<file path="config.mk">
export PLATFORM = sky130hd
export DESIGN_NAME = mem_copy_dma_flat
export DESIGN_NICKNAME = d
export VERILOG_FILES = /design/src/rtl/mem_copy_dma_pkg.sv /design/src/rtl/mem_copy_dma_if.sv /design/src/rtl/LE_reg.sv /design/src/rtl/mem_copy_dma.sv /design/src/flat_wrapper.sv
export SDC_FILE = /design/constraint.sdc
export NUM_CORES = 1
export LEC_CHECK = 0
export ABC_CLOCK_PERIOD_IN_PS = 2000
export CAP_MARGIN = 20
export CORE_UTILIZATION = 46
export DETAILED_ROUTE_END_ITERATION = 8
export GPL_ROUTABILITY_DRIVEN = 0
export MAX_ROUTING_LAYER = met4
export PLACE_DENSITY = 0.85
export SLEW_MARGIN = 10
export SYNTH_ARGS = -nofsm -noshare
export SYNTH_HDL_FRONTEND = slang
export SYNTH_SLANG_ARGS = --single-unit
export TNS_END_PERCENT = 50
</file>
<file path="constraint.sdc">
create_clock -name clk -period 2 [get_ports clk]
set_input_delay 0.3 -clock clk [delete_from_list [all_inputs] [get_ports clk]]
set_output_delay 0.3 -clock clk [all_outputs]
set_load 0.05 [all_outputs]
</file>
<file path="src/rtl/mem_copy_dma_pkg.sv">
// rtl/mem_copy_dma_pkg.sv - bus command encodings and DMA state type shared with the CPU
package mem_copy_dma_pkg;

  typedef enum logic [1:0] {
    MNONE  = 2'b00,
    MREAD  = 2'b01,
    MWRITE = 2'b10
  } mem_cmd_e;

  typedef enum logic [2:0] {
    IDLE = 3'd0,
    RD   = 3'd1,
    RDW  = 3'd2,
    WR   = 3'd3,
    FIN  = 3'd4
  } dma_state_e;

endpackage

</file>
<file path="src/rtl/mem_copy_dma_if.sv">
// rtl/mem_copy_dma_if.sv - shared memory bus: command, address, read and write data
interface mem_copy_dma_if #(
  parameter int ADDR_W = 9,
  parameter int DATA_W = 16
);

  logic [1:0]        mem_cmd;
  logic [ADDR_W-1:0] mem_addr;
  logic [DATA_W-1:0] read_data;
  logic [DATA_W-1:0] write_data;

  modport master (
    output mem_cmd,
    output mem_addr,
    output write_data,
    input  read_data
  );

  modport slave (
    input  mem_cmd,
    input  mem_addr,
    input  write_data,
    output read_data
  );

endinterface

</file>
<file path="src/rtl/LE_reg.sv">
// rtl/LE_reg.sv - load-enabled register with synchronous active-high clear
module LE_reg #(
  parameter int WIDTH = 16
) (
  input  logic             clk,
  input  logic             reset,
  input  logic             le,
  input  logic [WIDTH-1:0] d,
  output logic [WIDTH-1:0] q
);

  logic [WIDTH-1:0] q_q;
  logic [WIDTH-1:0] q_d;

  always_comb begin
    q_d = q_q;
    if (le) begin
      q_d = d;
    end
  end

  always_ff @(posedge clk) begin
    if (reset) begin
      q_q <= '0;
    end else begin
      q_q <= q_d;
    end
  end

  assign q = q_q;

endmodule

</file>
<file path="src/rtl/mem_copy_dma.sv">
// rtl/mem_copy_dma.sv - bus initiator copying count words from src to dst, one word per RD/RDW/WR trio
module mem_copy_dma
  import mem_copy_dma_pkg::*;
#(
  parameter int ADDR_W = 9,
  parameter int DATA_W = 16
) (
  input  logic              clk,
  input  logic              reset,
  input  logic              start,
  input  logic [ADDR_W-1:0] src_addr,
  input  logic [ADDR_W-1:0] dst_addr,
  input  logic [ADDR_W-1:0] count,
  output logic              busy,
  output logic              done,
  mem_copy_dma_if.master    bus
);

  localparam logic [ADDR_W-1:0] ADDR_ONE = ADDR_W'(1);

  dma_state_e        state_q;
  dma_state_e        state_d;
  logic [ADDR_W-1:0] src_q;
  logic [ADDR_W-1:0] src_d;
  logic [ADDR_W-1:0] dst_q;
  logic [ADDR_W-1:0] dst_d;
  logic [ADDR_W-1:0] cnt_q;
  logic [ADDR_W-1:0] cnt_d;
  logic              load_word;
  logic [DATA_W-1:0] word_q;

  // RAM returns data one cycle after MREAD, so the word is valid throughout RDW
  assign load_word = (state_q == RDW);

  LE_reg #(DATA_W) u_word_reg (
    .clk   (clk),
    .reset (reset),
    .le    (load_word),
    .d     (bus.read_data),
    .q     (word_q)
  );

  always_comb begin
    state_d = state_q;
    src_d   = src_q;
    dst_d   = dst_q;
    cnt_d   = cnt_q;
    case (state_q)
      IDLE: begin
        if (start) begin
          src_d   = src_addr;
          dst_d   = dst_addr;
          cnt_d   = count;
          state_d = (count != '0) ? RD : FIN;
        end
      end
      RD:  state_d = RDW;
      RDW: state_d = WR;
      WR: begin
        // pointers wrap naturally at the address width
        src_d   = src_q + ADDR_ONE;
        dst_d   = dst_q + ADDR_ONE;
        cnt_d   = cnt_q - ADDR_ONE;
        state_d = (cnt_q != ADDR_ONE) ? RD : FIN;
      end
      FIN:     state_d = IDLE;
      default: state_d = IDLE;
    endcase
  end

  always_ff @(posedge clk) begin
    if (reset) begin
      state_q <= IDLE;
      src_q   <= '0;
      dst_q   <= '0;
      cnt_q   <= '0;
    end else begin
      state_q <= state_d;
      src_q   <= src_d;
      dst_q   <= dst_d;
      cnt_q   <= cnt_d;
    end
  end

  always_comb begin
    busy           = (state_q != IDLE);
    done           = (state_q == FIN);
    bus.mem_cmd    = MNONE;
    bus.mem_addr   = '0;
    bus.write_data = word_q;
    case (state_q)
      RD, RDW: begin
        bus.mem_cmd  = MREAD;
        bus.mem_addr = src_q;
      end
      WR: begin
        bus.mem_cmd  = MWRITE;
        bus.mem_addr = dst_q;
      end
      default: ;
    endcase
  end

endmodule

</file>
<file path="src/flat_wrapper.sv">
// flat-port wrapper written by rule: the top's interface ports become plain ports
module mem_copy_dma_flat import mem_copy_dma_pkg::*;
#(
  parameter int ADDR_W = 9,
  parameter int DATA_W = 16
)
  (clk, reset, start, src_addr, dst_addr, count, busy, done, bus_mem_cmd, bus_mem_addr, bus_write_data, bus_read_data);
  mem_copy_dma_if #(.ADDR_W(ADDR_W), .DATA_W(DATA_W)) bus_i ();
  input  logic clk;
  input  logic reset;
  input  logic start;
  input  logic [ADDR_W-1:0] src_addr;
  input  logic [ADDR_W-1:0] dst_addr;
  input  logic [ADDR_W-1:0] count;
  output logic busy;
  output logic done;
  output wire logic [$bits(bus_i.mem_cmd)-1:0] bus_mem_cmd;
  output wire logic [$bits(bus_i.mem_addr)-1:0] bus_mem_addr;
  output wire logic [$bits(bus_i.write_data)-1:0] bus_write_data;
  input wire logic [$bits(bus_i.read_data)-1:0] bus_read_data;
  assign bus_mem_cmd = bus_i.mem_cmd;
  assign bus_mem_addr = bus_i.mem_addr;
  assign bus_write_data = bus_i.write_data;
  assign bus_i.read_data = bus_read_data;
  mem_copy_dma #(.ADDR_W(ADDR_W), .DATA_W(DATA_W)) u_core (.clk(clk), .reset(reset), .start(start), .src_addr(src_addr), .dst_addr(dst_addr), .count(count), .busy(busy), .done(done), .bus(bus_i));
endmodule
</file>
==> impl_metrics.py, run 1 <==
metrics = {
    "outcome": {
        "status": "completed",
    },
    "cells_and_area": {
        "ff_latch_area_sq_um": 922,
        "area_delta_synth_final_pct": 46.5,
        "num-fill-cells": 361,
        "multiInputGateArea_sq_mm": 0.00128,
        "fin_nets": 404,
        "n_antenna_cell": 0,
        "drive_gt1_share_pct": 13.0,
    },
    "cts": {
        "postCtsSetupRepairBufs": 0,
        "cts.sinks": 46,
        "cts_made_buffers": 5,
        "worstSkewPairLatency_ns": 0.31,
        "cts_tree": "yes",
        "cts_buffer_depth": 2,
        "htree_num_levels": 2,
        "clk_pin_slew_ns": 0.09,
        "cts_root_buf": "clkbuf_8",
    },
    "pwr": {
        "peakVddDrop_uv": 701,
        "p_leak_uw": 0.00125,
        "cellPowerDensity_mw_per_mm2": 1230,
    },
    "critical_path": {
        "r2r_cells": 5,
        "path_buf_inv": 1,
        "r2r_start": "u_core.src_q[0]",
        "worstPathRequired_ns": 1.70,
        "critPathArrivalTime_ns": 1.65,
        "reg2reg_slack_ns": 0.28,
        "cp_slowest_cell": "dfxtp_2",
        "crit_fanout": 10,
        "startpoint": "u_core.state_q[0]",
        "path_cells": "xnor2_1 > nor2_4 > a22o_1 > buf_12",
        "r2r-end": "u_core.src_q[8]",
        "critPathMaxStageDelay_ns": 0.45,
        "crit_family": "flip-flops",
        "critical_path_class": "flip-flop to output port",
        "crit_path_end_kind": "output port",
        "cp-endpoint": "bus_mem_addr[0]",
        "cp.depth": 4,
        "cp-start-kind": "flip-flop",
    },
    "synth": {
        "syn_area_per_cell_sq_um": 8.30,
        "synth_edf_count": 0,
        "ys_seq_area_share_pct": 39.6,
        "synth_cell_types": 51,
        "synth.most_common_cell": "nand2_1",
        "synthCells": 280,
        "async_flop_share_pct": 0,
        "synth_top_cell_area_share_pct": 39.6,
        "synth_seq_cells": 46,
        "synth_warnings": 0,
        "synth.area.top_cells": "dfxtp_1 (40%), nand2_1 (8.6%), a21oi_1 (8.2%)",
        "yosysTopAreaCell": "dfxtp_1",
        "synthFlopType": "dfxtp_1",
        "synthesis.nets": 330,
        "synth_area_sq_mm": 0.00232,
        "yosys-top-cells-count": "nand2_1 (53), dfxtp_1 (46), a21oi_1 (38), nor2_1 (17), clkbuf_1 (10)",
    },
    "floorplan": {
        "num_io_pins": 75,
        "die_w_um": 73.1,
        "num_rows": 25,
        "die-height_um": 73.1,
        "core_region_area_sq_mm": 0.00479,
        "die-area_sq_mm": 0.00534,
        "start_util_pct": 48.5,
    },
    "global_route": {
        "antenna_found_initial": 0,
        "grt_pass1_wl_mm": 10.3,
        "gr-total-overflow": 0,
        "grt.total_usage_pct": 25.2,
        "grt_pass1_vias": 2192,
        "grt_max_degree": 24,
    },
    "sta": {
        "final.period_utilization_pct": 97.5,
        "fin_tns_setup_ns": 0,
        "final-setup-viol-count": 0,
        "clock.fmax_ghz": 0.513,
        "report.final.slew_viol_count": 0,
        "tightest_slew_ns": 0.562,
        "rsz0062_at_grt": "false",
        "hold-worst-slack_ns": 0.457,
        "slew_headroom_pct": 62.5,
        "fin_worst_skew_ns": 0.00419,
        "hold_viol": 0,
        "post-route-min-period_ns": 1.95,
    },
    "detailed_routing": {
        "wirelength_mm": 6.33,
        "wl_per_cell_um": 15.0,
        "routed_via_density": 5.72,
        "ant_nets": 0,
        "drc_errors": 0,
        "vias": 2413,
        "drt_first_iter_violations": 128,
        "drt_pass1_iterations": 5,
    },
    "placed_design": {
        "port-buffer-count": 74,
        "hpwl_mm": 4.65,
    },
    "flow_run": {
        "maxCapViolCount": 0,
    },
    "worst_hold_path": {
        "hold_class": "flip-flop to flip-flop",
    },
}
==> worst min path at each step <==
stage                       startpoint  cells past startpoint  slack (ns)                 endpoint
2_1_floorplan              src_addr[4]                      2        0.44          u_core.src_q[4]
3_3_place_gp   u_core.u_word_reg.q[11]                      2        0.44  u_core.u_word_reg.q[11]
3_5_place_dp    u_core.u_word_reg.q[9]                      2        0.45   u_core.u_word_reg.q[9]
4_1_cts         u_core.u_word_reg.q[9]                      2        0.46   u_core.u_word_reg.q[9]
6_report        u_core.u_word_reg.q[3]                      2        0.46   u_core.u_word_reg.q[3]
5_1_grt         u_core.u_word_reg.q[4]                      2        0.48   u_core.u_word_reg.q[4]
==> routing by layer <==
| layer | wire (um) | GRT usage [%] | vias up |
|---|---|---|---|
| met5 | 0 | - | - |
| met4 | 74 | 6.97 | 0 |
| met3 | 319 | 5.80 | 10 |
| met2 | 3160 | 39.5 | 73 |
| met1 | 2780 | 32.5 | 1147 |
| li1 | - | - | 1183 |
==> through the flow <==
| stage | cell area, sq um | util (%) | std cells | setup WS, ns | total power (uW) |
|---|---|---|---|---|---|
| final | 3400 | 71.1 | 422 | 0.0505 | 4180 |
| after global placement | 3290 | 68.7 | 414 | 0.137 | 3410 |
| after floorplan | 2330 | - | 280 | 0.0292 | 2680 |
| after CTS | 3400 | 71.1 | 422 | 0.0582 | 4180 |
| after global routing | 3400 | 71.1 | 422 | 0.00317 | 4390 |
| after detailed placement | 3290 | 68.7 | 414 | 0.114 | 3470 |
==> cell usage in the layout, fill, tap and decap left out, types with 2 or more instances in the layout <==
cell	n
o31ai_1	2
o2bb2a_1	2
o311ai_0	2
or3_1	7
nor3_1	4
a2bb2oi_1	3
a21oi_1	38
nand3_1	9
inv_1	3
and4_1	2
a31oi_1	8
clkbuf_8	5
buf_4	12
nand2_1	53
a22oi_1	2
buf_12	14
a311oi_1	4
dfxtp_1	45
a32oi_1	2
o211ai_1	5
o21ai_0	3
nor2_1	17
and3_1	2
a22o_1	8
clkdlybuf4s50_1	61
and2_1	3
o221a_1	3
clkinvlp_4	2
nor4_1	3
nand4_1	5
ha_1	4
a221oi_1	2
==> cell families after synthesis <==
| family | share of synthesized area (%) |
|---|---|
| and+or+nand+nor | 26.9 |
| AOI/OAI and AO/OA | 25.2 |
| DFF | 39.6 |
| buffers and inverters | 5.28 |
| adders and majority gates | 2.15 |
| xor gates and xnor gates | 0.377 |
| muxes | 0.485 |
==> registers in the layout, summed over array words and instances, names as in the netlist <==
name and cells:
u_core.state_q 3, u_core.dst_q 9, u_core.src_q 9, u_core.cnt_q 9, u_core.u_word_reg.q 16
==> layout make-up <==
cell class	instances	area share, %
Sequential cell	46	27.1
Clock inverter	3	1.32
Clock buffer	5	2.02
Inverter	4	0.515
Tap cell	67	2.46
Multi-Input combinational cell	210	37.8
Timing Repair Buffer	87	28.8
==> what timing repair did <==
item | in CTS | in global routing
hold buffers | 0 | 0
gates resized for setup | 1 | 1
setup endpoints to repair | 9 | 1
pin swaps | 0 | 0
gates cloned | 0 | 0
==> report_power, final <==
group / leakage, uW / internal [uW] / switching [uW]
clock: 0.0000504 / 372 / 339
sequential: 0.000377 / 1130 / 230
combinational: 0.000824 / 880 / 1230
total: 0.00125 / 2380 / 1800
==> worst min-delay path, cell delays in order, from the launching register on <==
cell and delay [ns]:
dfxtp_1 0.32, nand2_1 0.05, a21oi_1 0.05
(Power assumes the default switching activity.)
==> run 2, diff against run 1 <==
ABC_CLOCK_PERIOD_IN_PS = 1600   (was 2000)
CORE_UTILIZATION = 42   (was 46)
PLACE_DENSITY = 0.82   (was 0.85)
clock period = 1.6 ns   (was 2 ns; I/O delays follow)
==> run 2 against run 1 <==
Effect of this change: the flow now finishes with violations (negative setup slack); die area up 9.3%; critical path depth unchanged; clock skew up 0.0063 ns; global-route usage down 0.43 points; wire length up 10%; register-to-register slack worse by 0.30 ns; combinational power up 50%; final area up 7.6%; first-iteration DRC count up 77%; highest routed layer unchanged; largest power group unchanged; sequential share of layout area down 1.6 points.
==> impl_metrics.py, run 2 (synthesis results as in run 1) <==
metrics = {
    "outcome": {
        "status": "complete, but fails checks",
        "violations": "negative setup slack",
    },
    "sta": {
        "final-setup-viol-count": 12,
        "hold_viol": 0,
        "hold-worst-slack_ns": 0.459,
        "layout_setup_ws_ns": -0.147,
        "clock.fmax_ghz": 0.572,
        "report.final.slew_viol_count": 0,
        "slew_headroom_pct": 66.4,
        "fin_worst_skew_ns": 0.0105,
        "final.period_utilization_pct": 109,
        "post-route-min-period_ns": 1.75,
        "rsz0062_at_grt": "true",
        "tightest_slew_ns": 0.502,
    },
    "cts": {
        "cts_made_buffers": 5,
        "cts_root_buf": "clkbuf_8",
        "postCtsHoldBufs": 0,
        "htree_num_levels": 2,
        "cts_tree": "yes",
        "worstSkewPairLatency_ns": 0.30,
        "cts_buffer_depth": 2,
        "clk_pin_slew_ns": 0.09,
        "cts.sinks": 46,
    },
    "pwr": {
        "seq_power_share_pct": 28.8,
        "power.switching_uw": 2460,
        "cellPowerDensity_mw_per_mm2": 1620,
        "clkPwrFrac_pct": 17.7,
        "power.internal_uw": 3470,
        "peakVddDrop_uv": 912,
        "sw_frac_of_total_pct": 41.4,
        "p_leak_uw": 0.00144,
        "power_frac_comb_pct": 53.4,
    },
    "global_route": {
        "grt_max_degree": 37,
        "grt_pass1_wl_mm": 11.3,
        "antenna_found_initial": 0,
        "gr-total-overflow": 0,
        "grt_pass1_vias": 2328,
        "grt.total_usage_pct": 24.8,
    },
    "floorplan": {
        "die-height_um": 76.4,
        "core_region_area_sq_mm": 0.00520,
        "num_io_pins": 75,
        "start_util_pct": 44.6,
        "die_w_um": 76.4,
        "die-area_sq_mm": 0.00583,
        "num_rows": 26,
    },
    "worst_hold_path": {
        "holdPathEnd": "u_core.u_word_reg.q[2]",
        "hp-start": "u_core.u_word_reg.q[2]",
        "hold_class": "flip-flop to flip-flop",
        "hold_depth": 2,
    },
    "placed_design": {
        "port-buffer-count": 74,
        "post_dp_cell_area_sq_mm": 0.00341,
        "hpwl_mm": 4.78,
    },
    "critical_path": {
        "r2r-end": "u_core.cnt_q[8]",
        "critPathMaxStageDelay_ns": 0.39,
        "r2r_start": "u_core.cnt_q[2]",
        "reg2reg_slack_ns": -0.02,
        "critical_path_class": "flip-flop to output port",
        "crit_path_end_kind": "output port",
        "critPathArrivalTime_ns": 1.51,
        "path_cells": "xnor2_4 > nor2_4 > a22o_1 > buf_12",
        "r2r_cells": 4,
        "crit_fanout": 6,
        "cp-start-kind": "flip-flop",
        "worstPathRequired_ns": 1.36,
        "cp_slowest_cell": "dfxtp_4",
    },
    "flow_run": {
        "maxCapViolCount": 0,
    },
    "cells_and_area": {
        "layout_commonest_cell": "nand2_1",
        "drive_gt1_share_pct": 26.0,
        "largest_register_ffs": 16,
        "fin_nets": 422,
        "n_antenna_cell": 0,
        "area_delta_synth_final_pct": 57.7,
        "finish.instance_area_sq_mm": 0.00366,
        "most-common-layout-cells": "nand2_1 (53), clkdlybuf4s50_1 (45), dfxtp_1 (41)",
    },
    "detailed_routing": {
        "wl_per_cell_um": 15.7,
        "vias": 2543,
        "wirelength_mm": 6.97,
        "drt_first_iter_violations": 227,
        "drc_errors": 0,
        "drt_pass1_iterations": 4,
        "ant_nets": 0,
        "routed_via_density": 5.74,
    },
}
[run 2: cell types whose count changed in the layout (fill, tap and decap cells not counted), sizes merged]
cell,change
buf,+33
bufinv,+1
clkdlybuf4s50,-16
clkinv,+1
clkinvlp,-2
nor2,+1
[run 2: repair_timing]
item	in CTS	in global routing
gates resized for setup	13	12
gates cloned	1	0
endpoints found under the hold margin	0	0
pin swaps	10	4
setup endpoints to repair	18	20
buffers inserted	0	3
[run 2: cell type report]
cell class | count | area (sq um)
Timing Repair Buffer | 104 | 1100
Clock inverter | 3 | 68.8
Sequential cell | 46 | 935
Multi-Input combinational cell | 211 | 1380
Clock buffer | 5 | 68.8
Fill cell | 389 | 1540
Inverter | 4 | 20.0
Tap cell | 70 | 87.6
[run 2: per-stage QoR]
stage / instances / TNS, ns / setup slack [ns] / power, uW / util (%)
CTS: 440 / -1.41 / -0.160 / 5830 / 69.5
detailed placement: 431 / -3.62 / -0.204 / 4590 / 65.5
global route: 443 / -1.73 / -0.172 / 6200 / 70.4
floorplan: 280 / -0.955 / -0.201 / 3420 / -
global placement: 431 / -3.18 / -0.195 / 4510 / 65.5
finish: 443 / -1.30 / -0.147 / 5930 / 70.4
[run 2: worst max-delay path: cells and delay by family, from the launching register on]
| kind | cells | cell delay (ns) |
|---|---|---|
| xor gates and xnor gates | 1 | 0.28 |
| AOI/OAI and AO/OA | 1 | 0.27 |
| buffers and inverters | 1 | 0.16 |
| DFF | 1 | 0.39 |
| and+or+nand+nor | 1 | 0.10 |
[run 2: routing by layer]
metal | track usage (%) | wire length (um)
met1 | 31.1 | 2950
met2 | 40.3 | 3500
met3 | 4.19 | 384
met4 | 8.65 | 128
met5 | - | 0
[run 2: how the worst max path moves through the flow]
stage	start	end	cells after the start	slack (ns)
floorplan	u_core.state_q[1]	bus_mem_addr[0]	4	-0.20
global placement	start	u_core.src_q[4]	6	-0.20
detailed placement	start	u_core.src_q[4]	6	-0.20
CTS	u_core.state_q[1]	bus_mem_addr[1]	4	-0.16
global route	u_core.state_q[1]	bus_mem_addr[0]	4	-0.17
finish	u_core.state_q[1]	bus_mem_addr[0]	4	-0.15
[run 2: power by group through the flow]
stage	logic (uW)	clock network, uW	registers (uW)
final	3170	1050	1710
after global routing	3360	1100	1740
after CTS	3070	1060	1710
after detailed placement	2900	0	1690
after floorplan	1530	0	1890
after global placement	2840	0	1670
==> run 3, diff against run 2 <==
GPL_ROUTABILITY_DRIVEN = 1   (was 0)
==> results of run 3 <==
Same layout as run 2: the final DEF is identical, and so are final timing and power.
